File: src/rtl/iob_fp_mul_issue.sv
// rtl/iob_fp_mul_issue.sv - issue/collect stage around a pipelined FP multiplier with credit-guarded result FIFO
module iob_fp_mul_issue #(
    parameter int DATA_W = 32,
    parameter int DEPTH  = 8,
    parameter int CNT_W  = 4
) (
    input  logic              clk_i,
    input  logic              rst_n_i,
    input  logic              flush_i,
    input  logic              in_valid_i,
    output logic              in_ready_o,
    input  logic [DATA_W-1:0] in_op_a_i,
    input  logic [DATA_W-1:0] in_op_b_i,
    output logic              mul_start_o,
    output logic [DATA_W-1:0] mul_op_a_o,
    output logic [DATA_W-1:0] mul_op_b_o,
    input  logic              mul_done_i,
    input  logic [DATA_W-1:0] mul_res_i,
    output logic              out_valid_o,
    input  logic              out_ready_i,
    output logic [DATA_W-1:0] out_res_o,
    output logic              busy_o,
    output logic              overrun_o
);

    localparam int               PTR_W   = $clog2(DEPTH);
    localparam logic [CNT_W-1:0] DEPTH_C = CNT_W'(DEPTH);
    localparam logic [CNT_W-1:0] ONE_C   = CNT_W'(1);
    localparam logic [PTR_W-1:0] PTR_ONE = PTR_W'(1);

    typedef enum logic {
        S_RUN   = 1'b0,
        S_FLUSH = 1'b1
    } state_t;

    state_t            state_q;
    state_t            state_d;
    logic              init_done_q;
    logic [CNT_W-1:0]  inflight_q;
    logic [CNT_W-1:0]  fifo_count_q;
    logic [CNT_W-1:0]  credits;
    logic [PTR_W-1:0]  wr_ptr_q;
    logic [PTR_W-1:0]  rd_ptr_q;
    logic [DATA_W-1:0] mem_q [DEPTH];

    logic accept;
    logic pop;
    logic fifo_full;
    logic fifo_wr;
    logic fifo_clr;
    logic inflight_dec;
    logic overrun_evt;

    // Every slot is either travelling through the multiplier or parked in the FIFO;
    // what is left over is how many new operations may still be started.
    assign credits   = DEPTH_C - inflight_q - fifo_count_q;
    assign fifo_full = (fifo_count_q == DEPTH_C);

    // Next state plus the handshake outputs that depend on the mode.
    always_comb begin
        state_d     = state_q;
        in_ready_o  = 1'b0;
        out_valid_o = 1'b0;
        fifo_clr    = 1'b0;
        case (state_q)
            S_RUN: begin
                // A flush request also closes the input in its own cycle so no
                // start can be launched once the drain has begun.
                in_ready_o  = init_done_q && (credits != '0) && !flush_i;
                out_valid_o = (fifo_count_q != '0);
                if (flush_i) begin
                    state_d = S_FLUSH;
                end
            end
            S_FLUSH: begin
                fifo_clr = 1'b1;
                if (inflight_q == '0) begin
                    state_d = S_RUN;
                end
            end
            default: begin
                state_d = S_RUN;
            end
        endcase
    end

    assign accept       = in_valid_i && in_ready_o;
    assign pop          = out_valid_o && out_ready_i;
    // A pop in the same cycle frees the head slot, so a done on a full FIFO is still stored.
    assign fifo_wr      = mul_done_i && (state_q == S_RUN) && (!fifo_full || pop);
    assign overrun_evt  = mul_done_i && (state_q == S_RUN) && fifo_full && !pop;
    // A stray done with nothing outstanding must not wrap the counter.
    assign inflight_dec = mul_done_i && (inflight_q != '0);

    assign out_res_o = mem_q[rd_ptr_q];
    assign busy_o    = (inflight_q != '0) || (fifo_count_q != '0) || (state_q == S_FLUSH);

    // Mode register; init_done keeps the input closed for the first cycle after reset release.
    always_ff @(posedge clk_i or negedge rst_n_i) begin
        if (!rst_n_i) begin
            state_q     <= S_RUN;
            init_done_q <= 1'b0;
        end else begin
            state_q     <= state_d;
            init_done_q <= 1'b1;
        end
    end

    // Register accepted operands onto the multiplier and fire a one-cycle start.
    always_ff @(posedge clk_i or negedge rst_n_i) begin
        if (!rst_n_i) begin
            mul_start_o <= 1'b0;
            mul_op_a_o  <= '0;
            mul_op_b_o  <= '0;
        end else begin
            mul_start_o <= accept;
            if (accept) begin
                mul_op_a_o <= in_op_a_i;
                mul_op_b_o <= in_op_b_i;
            end
        end
    end

    // Count operations started but not yet returned by the multiplier.
    always_ff @(posedge clk_i or negedge rst_n_i) begin
        if (!rst_n_i) begin
            inflight_q <= '0;
        end else begin
            case ({accept, inflight_dec})
                2'b10:   inflight_q <= inflight_q + ONE_C;
                2'b01:   inflight_q <= inflight_q - ONE_C;
                default: inflight_q <= inflight_q;
            endcase
        end
    end

    // FIFO pointers and occupancy; the flush mode holds them at empty.
    always_ff @(posedge clk_i or negedge rst_n_i) begin
        if (!rst_n_i) begin
            wr_ptr_q     <= '0;
            rd_ptr_q     <= '0;
            fifo_count_q <= '0;
        end else if (fifo_clr) begin
            wr_ptr_q     <= '0;
            rd_ptr_q     <= '0;
            fifo_count_q <= '0;
        end else begin
            if (fifo_wr) begin
                wr_ptr_q <= wr_ptr_q + PTR_ONE;
            end
            if (pop) begin
                rd_ptr_q <= rd_ptr_q + PTR_ONE;
            end
            case ({fifo_wr, pop})
                2'b10:   fifo_count_q <= fifo_count_q + ONE_C;
                2'b01:   fifo_count_q <= fifo_count_q - ONE_C;
                default: fifo_count_q <= fifo_count_q;
            endcase
        end
    end

    // Result storage in completion order.
    always_ff @(posedge clk_i or negedge rst_n_i) begin
        if (!rst_n_i) begin
            for (int i = 0; i < DEPTH; i++) begin
                mem_q[i] <= '0;
            end
        end else if (fifo_wr) begin
            mem_q[wr_ptr_q] <= mul_res_i;
        end
    end

    // Sticky flag for a result that arrived with nowhere to go.
    always_ff @(posedge clk_i or negedge rst_n_i) begin
        if (!rst_n_i) begin
            overrun_o <= 1'b0;
        end else if (overrun_evt) begin
            overrun_o <= 1'b1;
        end
    end

endmodule

File: config.mk
export PLATFORM = sky130hd
export DESIGN_NAME = iob_fp_mul_issue
export DESIGN_NICKNAME = d
export VERILOG_FILES = /design/src/rtl/iob_fp_mul_issue.sv
export SDC_FILE = /design/constraint.sdc
export NUM_CORES = 1
export LEC_CHECK = 0
export ABC_AREA = 0
export CAP_MARGIN = 20
export CORE_ASPECT_RATIO = 1.1
export CORE_UTILIZATION = 55
export CTS_CLUSTER_DIAMETER = 200
export DETAILED_ROUTE_END_ITERATION = 7
export PLACE_DENSITY_LB_ADDON = 0.25
export SLEW_MARGIN = 20
export SYNTH_ARGS = -nofsm -noshare
export SYNTH_HDL_FRONTEND = slang
export SYNTH_SLANG_ARGS = --single-unit
File: constraint.sdc
create_clock -name clk_i -period 5 [get_ports clk_i]
set_clock_uncertainty 0.15 [all_clocks]
set_input_delay 1 -clock clk_i [delete_from_list [all_inputs] [get_ports clk_i]]
set_output_delay 1 -clock clk_i [all_outputs]
set_load 0.005 [all_outputs]
# Yosys cells after proc, flatten, opt, wreduce, memory -nomap -nowiden
# Index checks and enable logic that the tools add are counted.
# totals
ff_bits,338
in_bits,102
output_inout_bits,101
# op_classes
n_addsub,8
order_cmp,3
n_eq_ne,5
muxes,19
n_bitwise,3
reduce_logical,24
# op_table
operator,n
$bwmux 256,1
$bmux 32 s3,1
$demux 32 s3,1
$mux 32,3
$pmux 4 s2,2
$mux 3,4
$reduce_bool 4->1,3
$logic_and 1x1->1,10
$add 4x1->4 const B,2
$ge 4x4->1 const B,2
$not 3->4,2
$sub 4x1->4 const B,2
$add 3x1->3 const B,2
$reduce_bool 2->1,3
$mux 1,5
$eq 2x1->1 const B,2
$eq 2x2->1 const B,2
$eq 4x4->1 const B,1
$logic_not 4->1,1
$lt 4x1->1 const B,1
$mux 4,1
$sub 4x4->4,1
$sub 4x4->4 const A,1
$logic_not 1->1,3
other kinds (4),6

# Longest topological paths before layout
# logic_depth
ltp_word,9
depth_mapped,15

# Worst setup path before layout
# Ideal clock, no wire load.
# synth_timing
path_type,flip-flop to flip-flop
start,reg fifo_count_q[1]
end,reg inflight_q[3]
setup_time_ns,0.116
arrival_time_ns,3.309
required_time_ns,4.734
path_slack_ns,1.426
stages_incl_launch_ff,14
n_path_buf,1
synth_period_minus_slack_ns,3.574
cell_sequence,dfrtp_1 ha_1 inv_1 ha_1 fa_1 xnor2_1 xnor2_1 a211o_1 clkbuf_1 ha_1 ha_1 a21oi_1 o21ai_0 o311ai_0
# synth_between
elab_chain_cells,8
word_cells_on_any_way,10
classes_between,1 x add/sub; 2 x eq/ne; 2 x mux; 5 x reduce/logical
# synth_lines
item,line_no,text
start: declaration,40,logic [CNT_W-1:0] fifo_count_q;
start signal: assignment,155,2'b10: fifo_count_q <= fifo_count_q + ONE_C;
start signal: assignment,156,2'b01: fifo_count_q <= fifo_count_q - ONE_C;
start signal: assignment,157,default: fifo_count_q <= fifo_count_q;
$sub 4x4->4 (*),56,assign credits = DEPTH_C - inflight_q - fifo_count_q;
$reduce_bool 4->1 (*),69,in_ready_o = init_done_q && (credits != '0) && !flush_i;
$logic_and 1x1->1 (*) (2 in a row),69,
$mux 1 (*),65,case (state_q)
$logic_and 1x1->1 (*),87,assign accept = in_valid_i && in_ready_o;
$eq 2x1->1 or $eq 2x2->1 (tied branches),129,"case ({accept, inflight_dec})"
$pmux 4 s2 or $reduce_bool 2->1 (tied branches),-,
end signal: assignment,130,2'b10: inflight_q <= inflight_q + ONE_C;
end signal: assignment,131,2'b01: inflight_q <= inflight_q - ONE_C;
end signal: assignment,132,default: inflight_q <= inflight_q;
end: declaration,39,logic [CNT_W-1:0] inflight_q;
# Every way passes the cells marked *; elsewhere a longest branch is shown, timed or not.
# A chain may end at the register's enable or synchronous reset.

# Final worst setup path
# layout_timing
start,reg rd_ptr_q[0]
end,out out_res_o[29]
# layout_between
elab_chain_cells,4
# layout_lines
item,line_no,text
start: declaration,43,logic [PTR_W-1:0] rd_ptr_q;
start signal: assignment,152,rd_ptr_q <= rd_ptr_q + PTR_ONE;
$not 3->4 (implied by the code),95,assign out_res_o = mem_q[rd_ptr_q];
$bmux 32 s3,95,
$mux 32 (implied by the code) (2 in a row),95,
end: declaration,21,"output logic [DATA_W-1:0] out_res_o,"
# Every way passes these cells. The select of a mux whose other input is x is not followed.

==> flow_summary.toml <==
[critical_path]
cp-startpoint = "rd_ptr_q[0]"
timing.rr.start = "fifo_count_q[1]"
critPathMaxFanout = 28
slowest_delay_ns = 0.82
startpoint_type = "register"
r2r_slack_ns = 1.33
cp.required_ns = 3.85
worst_setup_path_end_kind = "output pin"
cp_cell_sequence = "buf_4, mux4_2, mux2_2, clkdlybuf4s50_1"
cpMaxStageDelayCell = "dfrtp_4"
crit_type = "reg -> out"
reg2reg_to = "inflight_q[3]"
arrival_ns = 3.07
critPathTopFamily = "buffers and inverters"
worst-path-buf-inv = 2
r2r_cells = 13

[cells_and_area]
nets = 1249
n_antenna_cell = 0
final_common_cell = "dfrtp_1"
most-common-layout-cells = "dfrtp_1, clkdlybuf4s50_1, mux2_2"
stdcell_area_um2 = 18800
layout-drive-gt1-share_pct = 31.8
syn2layout_area_growth_pct = 22.1

[clock_network]
clkSlewWorstSetupHoldPaths_ns = 0.06
cts_resized = 0
cts.hold.buffers_added = 0
tritoncts = "done"
htree_levels = 2
root_buffer = "clkbuf_16"
cts_buffers = 36
cts_setup_buffers = 0
cts.sinks = 338
cts_buffer_depth = 3
clk_latency_ns = 0.51

[power_and_ir_drop]
p_per_area_nw_per_um2 = 445
fin_total_pwr_uw = 8340
leakage_uw = 0.00881
vdd_ir_drop_max_v = 0.000327

[grt]
use_met3_pct = 6.05
grt_pass1_vias = 9447
busiest_layer = "met2"
grt-ovfl-total = 0
gr-usage-met1_pct = 31.0
grt_use_total_pct = 23.3
grt_pass1_wl_um = 51700
grt_util_met2_pct = 38.3
grt_max_degree = 106
grt_antenna_before_repair = 0

[placed_design]
gp_congestion = 0.741
port_buffers = 202
hpwl_um = 19400
placed_area_um2 = 17600

[worst_hold_path]
holdCritStartpoint = "mem_q[171]"
holdPathStages = 1
hp-class = "reg -> reg"
min_to = "mem_q[171]"

[route]
drt_iter0_markers = 385
drtAntennaViolNets = 0
via_count = 8635
dr.pass1.iters = 4
drc_errors = 0
routedWlPerCell_um = 20.9
routed_wl_um = 31700
vias_per_cell = 5.70

[floorplanning]
die_area_um2 = 28600
die_h_um = 177
dieWidth_um = 161
start_util_pct = 56.5
rows = 63
io_pins = 203
core_area_um2 = 27200

[timing]
final_hold_viol_count = 0
rsz0062_at_grt = "no"
fmax_mhz = 237
maxSlewHeadroom_pct = 28.5
tightest_slew_ns = 1.07
period_share_pct = 84.3
setup-violations-final = 0
tns_ns = 0
slew_violations = 0
fin_crit_ns = 4.22

[yosys]
synth_ff_type = "dfrtp_1"
synth_cell_types = 48
synthCells = 944
synth_edf_count = 0
yosys_warnings = 0
netlist_area_um2 = 15400
synth_fp_nets = 1060
syn_area_per_cell_um2 = 16.3
synthArstFlopShare_pct = 100
yosysSeqAreaShare_pct = 55.0
ys_ff_latch = 338

[job]
drv_cap = 0

[run_status]
status = "finished clean"
-- layer usage --
layer	share of wire (%)	vias to the layer above
met5	0	-
met4	1.7	0
met3	7.0	40
met2	49	239
met1	42	4509
li1	-	3847
-- registers in the layout (all words and copies together) (netlist names) --
register	count
wr_ptr_q	3
mul_start_o	1
overrun_o	1
mul_op_a_o	32
mul_op_b_o	32
rd_ptr_q	3
mem_q	256
state_q	1
fifo_count_q	4
inflight_q	4
init_done_q	1
-- how the worst max path moves through the flow --
stage,slack [ns],endpoint,cells past startpoint
after detailed placement,1.05,mem_q[239],5
after CTS,0.70,out_res_o[26],4
after global placement,1.14,mem_q[250],5
after floorplan,1.43,inflight_q[3],13
after global routing,0.62,in_ready_o,8
final,0.78,out_res_o[29],4
-- per-stage QoR --
step	util (%)	setup slack [ns]	cells	hold WS (ns)
6_report	69.0	0.783	1516	0.337
5_1_grt	69.0	0.616	1516	0.349
4_1_cts	69.0	0.704	1516	0.342
3_5_place_dp	64.5	1.05	1452	0.326
3_3_place_gp	64.5	1.14	1452	0.318
2_1_floorplan	-	1.43	944	0.309
-- synthesized netlist by cell type, types with 2 or more instances --
library cell	instances	share of area, %
dfrtp_1	338	55
mux2_2	190	14
mux2_1	134	9.8
mux4_2	64	9.4
mux2_4	30	2.9
clkbuf_1	21	0.51
buf_6	19	1.4
buf_2	15	0.49
inv_1	15	0.37
nor2_1	15	0.37
ha_1	11	0.90
o21ai_0	9	0.29
xor2_1	8	0.46
a21oi_1	5	0.16
nand2_1	5	0.12
nand2b_1	4	0.16
nor2b_1	4	0.16
or3_1	4	0.16
xnor2_1	4	0.23
buf_4	3	0.15
buf_8	3	0.29
fa_1	3	0.39
nand3b_1	3	0.15
nor3_1	3	0.098
nor4_1	3	0.12
o211ai_1	3	0.15
a31oi_1	2	0.081
mux2i_1	2	0.13
nand3_4	2	0.23
nand4b_1	2	0.11
or3b_2	2	0.11
or4_1	2	0.098
-- power breakdown --
part	switching [uW]	internal (uW)	total [uW]
registers	311	3250	3570
clock network	1060	1620	2680
logic	725	1370	2100
total	2090	6250	8340
-- layout make-up --
type                            count  area [um2]
Inverter                           15        56.3
Timing Repair Buffer              213        2160
Clock inverter                      8        93.8
Fill cell                        1861        8440
Clock buffer                       56        1110
Tap cell                          357         447
Sequential cell                   338        8460
Multi-Input combinational cell    529        6420
-- kinds of logic after synthesis --
group / share of synthesized area [%]
AO/OA/AOI/OAI: 1.29
XOR/XNOR: 0.684
adder cells (fa/ha/maj): 1.29
buffers and inverters: 3.22
flip-flops: 55.0
multiplexers: 36.2
other: 0.0244
AND/OR/NAND/NOR: 2.26
Power figures use the tool's default switching activity.
==> variant (same settings) <==
`DATA_W`: 32 -> 24.
--- a/src/rtl/iob_fp_mul_issue.sv
+++ b/src/rtl/iob_fp_mul_issue.sv
@@ -1,6 +1,6 @@
 // rtl/iob_fp_mul_issue.sv - issue/collect stage around a pipelined FP multiplier with credit-guarded result FIFO
 module iob_fp_mul_issue #(
-    parameter int DATA_W = 32,
+    parameter int DATA_W = 24,
     parameter int DEPTH  = 8,
     parameter int CNT_W  = 4
 ) (
Interface: changed (6 resized); port bits go from 203 to 155. No check against the original RTL was run, so the function may have changed too.
==> variant against the unedited design <==
  * Design area fell by 23%
  * Wire length fell by 23%
  * Setup slack improved by 110 ps
  * Register-to-register slack improved by 130 ps
  * Area after synthesis fell by 23%
  * Sequential cell count fell by 80
  * Total power fell by 22%
==> variant: results (changes against the unedited design) <==
| Metric | Value |
|---|---|
| First-pass GRT wire length | 40,800 um (-21%) |
| CP Data Arrival Time | 2950 ps (-120 ps) |
| Leak | 6.66 nW (-24%) |
| Synthesis Warnings | 0 (unchanged) |
| Cell count after synthesis | 731 (-23%) |
| CTS max path bufs | 3 (unchanged) |
| Clk Latency, worst-skew pair | 530 ps (+20 ps) |
| Pin count of the biggest net entering global routing | 134 (+26%) |
| Clock Pin Slew Worst Setup and Hold Paths | 60 ps (about the same) |
| Fill cell count | 1,447 (-22%) |
| Synth top area cells | dfrtp_1, mux2_2, mux4_2 |
| Hold WC Path Type | flip-flop to flip-flop |
| # Post-CTS Setup Buffers | 0 (unchanged) |
| H-tree levels | 1 (-1) |
| GP Congestion | 0.795 (+7.3%) |
| Drt pass-1 iters | 4 (unchanged) |
| Number of port buffers | 154 (-24%) |
| Share of layout cells above drive strength 1 | 0.423 (+0.105) |
| Worst slew pin tran | 1010 ps (-68.0 ps) |
| Starting DRC count in detailed routing | 258 (-33%) |
| DRC | 0 (unchanged) |
| Antenna fix cells | 0 (unchanged) |
| Antenna violations before repair | 1 (+1) |
| Setup TNS | 0 ps (unchanged) |
| CTS root buffer | clkbuf_16 |
| Area grow syn2layout | 22.7% |
| Post-synth top cells | dfrtp_1, mux2_2, mux4_2 |
| Asr flop ratio synth | 1.00 (unchanged) |
| Vias in the first global route | 7,764 (-18%) |
| CTS resizes | 0 (unchanged) |
| Cts bufs inserted | 27 (-25%) |
| Layout Cells excl Fill | 1,189 (-22%) |
| WL/cell | 20.6 um (-1.4%) |
| Seq/Total Area, Yosys | 0.547 (-0.00312) |
| Regs by FF count | mem_q: 192 flops, mul_op_a_o: 24 flops, mul_op_b_o: 24 flops |
| Dpl cells | 1,141 (-21%) |
| Nets | 977 (-22%) |
| Peak supply drop | 0.401 mV (+23%) |
| GRT Total Usage | 0.235 (+0.00173) |
| Run status | completed |
| Unique masters post-synth | 50 (+4.2%) |
| Crit path max fanout | 28 (unchanged) |
| Syn_nets | 823 (-22%) |
| HPWL Detailed | 15,800 um (-19%) |
| Via density | 5.66 (-0.60%) |
-- variant: cell types whose count changed in the layout (fill, tap and decap cells not counted), moves of 4 or more --
cell,delta
clkdlybuf4s50_1,-48
mux2_1,-129
mux2_4,-10
clkbuf_8,-4
mux4_2,-16
clkbuf_1,-4
mux2_2,+49
dfrtp_1,-79
buf_4,+7
clkbuf_16,-10
-- variant: cell families after synthesis --
kind of cell	after synthesis	synth area share
other	1	0.000318
AO/OA/AOI/OAI	22	0.0123
multiplexers	316	0.353
XOR/XNOR	12	0.00891
flip-flops	258	0.547
AND/OR/NAND/NOR	49	0.0283
adder cells (fa/ha/maj)	14	0.0168
buffers and inverters	59	0.0326
-- variant: cell type report --
type                       count  share of cell area
inverter                      14             0.00363
timing repair buffer         170               0.117
multi-input combinational    414               0.344
clock buffer                  38              0.0544
sequential                   258               0.447
tap                          285              0.0246
clock inverter                10             0.00943
-- variant: stage by stage --
stage | total power (W) | worst slack, ps
after floorplan | 0.00359 | 1520
after global placement | 0.00441 | 1280
after detailed placement | 0.00451 | 1060
after CTS | 0.00659 | 818
after global routing | 0.00686 | 747
final | 0.00653 | 896
-- variant: power by group --
group	switching, W	internal [W]
Clock	0.000813	0.00125
Sequential	0.000258	0.00250
Combinational	0.000577	0.00114
Total	0.00165	0.00488
-- variant: path summary, 6_finish.rpt --
check,from,end,slack (ps),cells past startpoint
max,rd_ptr_q[0]$_DFFE_PN0P_,out_res_o[2],900,4
min,mem_q[191]$_DFFE_PN0P_,mem_q[191]$_DFFE_PN0P_,340,1
max reg2reg,fifo_count_q[1]$_DFFE_PN0P_,inflight_q[3]$_DFFE_PN0P_,1460,12
min reg2reg,mem_q[191]$_DFFE_PN0P_,mem_q[191]$_DFFE_PN0P_,340,1
max in group asynchronous,rst_n_i,rd_ptr_q[1]$_DFFE_PN0P_,3210,2
min in group asynchronous,rst_n_i,mem_q[63]$_DFFE_PN0P_,420,1
-- variant: worst max-delay path: stages, from the launching register on --
cell and delay (ps):
dfrtp_4 800, buf_4 310, mux4_2 530, mux2_2 280, clkdlybuf4s50_1 490
-- variant: per-layer routing --
metal | track usage | part of all wire | up-vias
li1 | - | - | 2988
met1 | 0.304 | 0.42 | 3540
met2 | 0.411 | 0.52 | 170
met3 | 0.0479 | 0.051 | 34
met4 | 0.0497 | 0.017 | 0
met5 | 0 | 0 | -
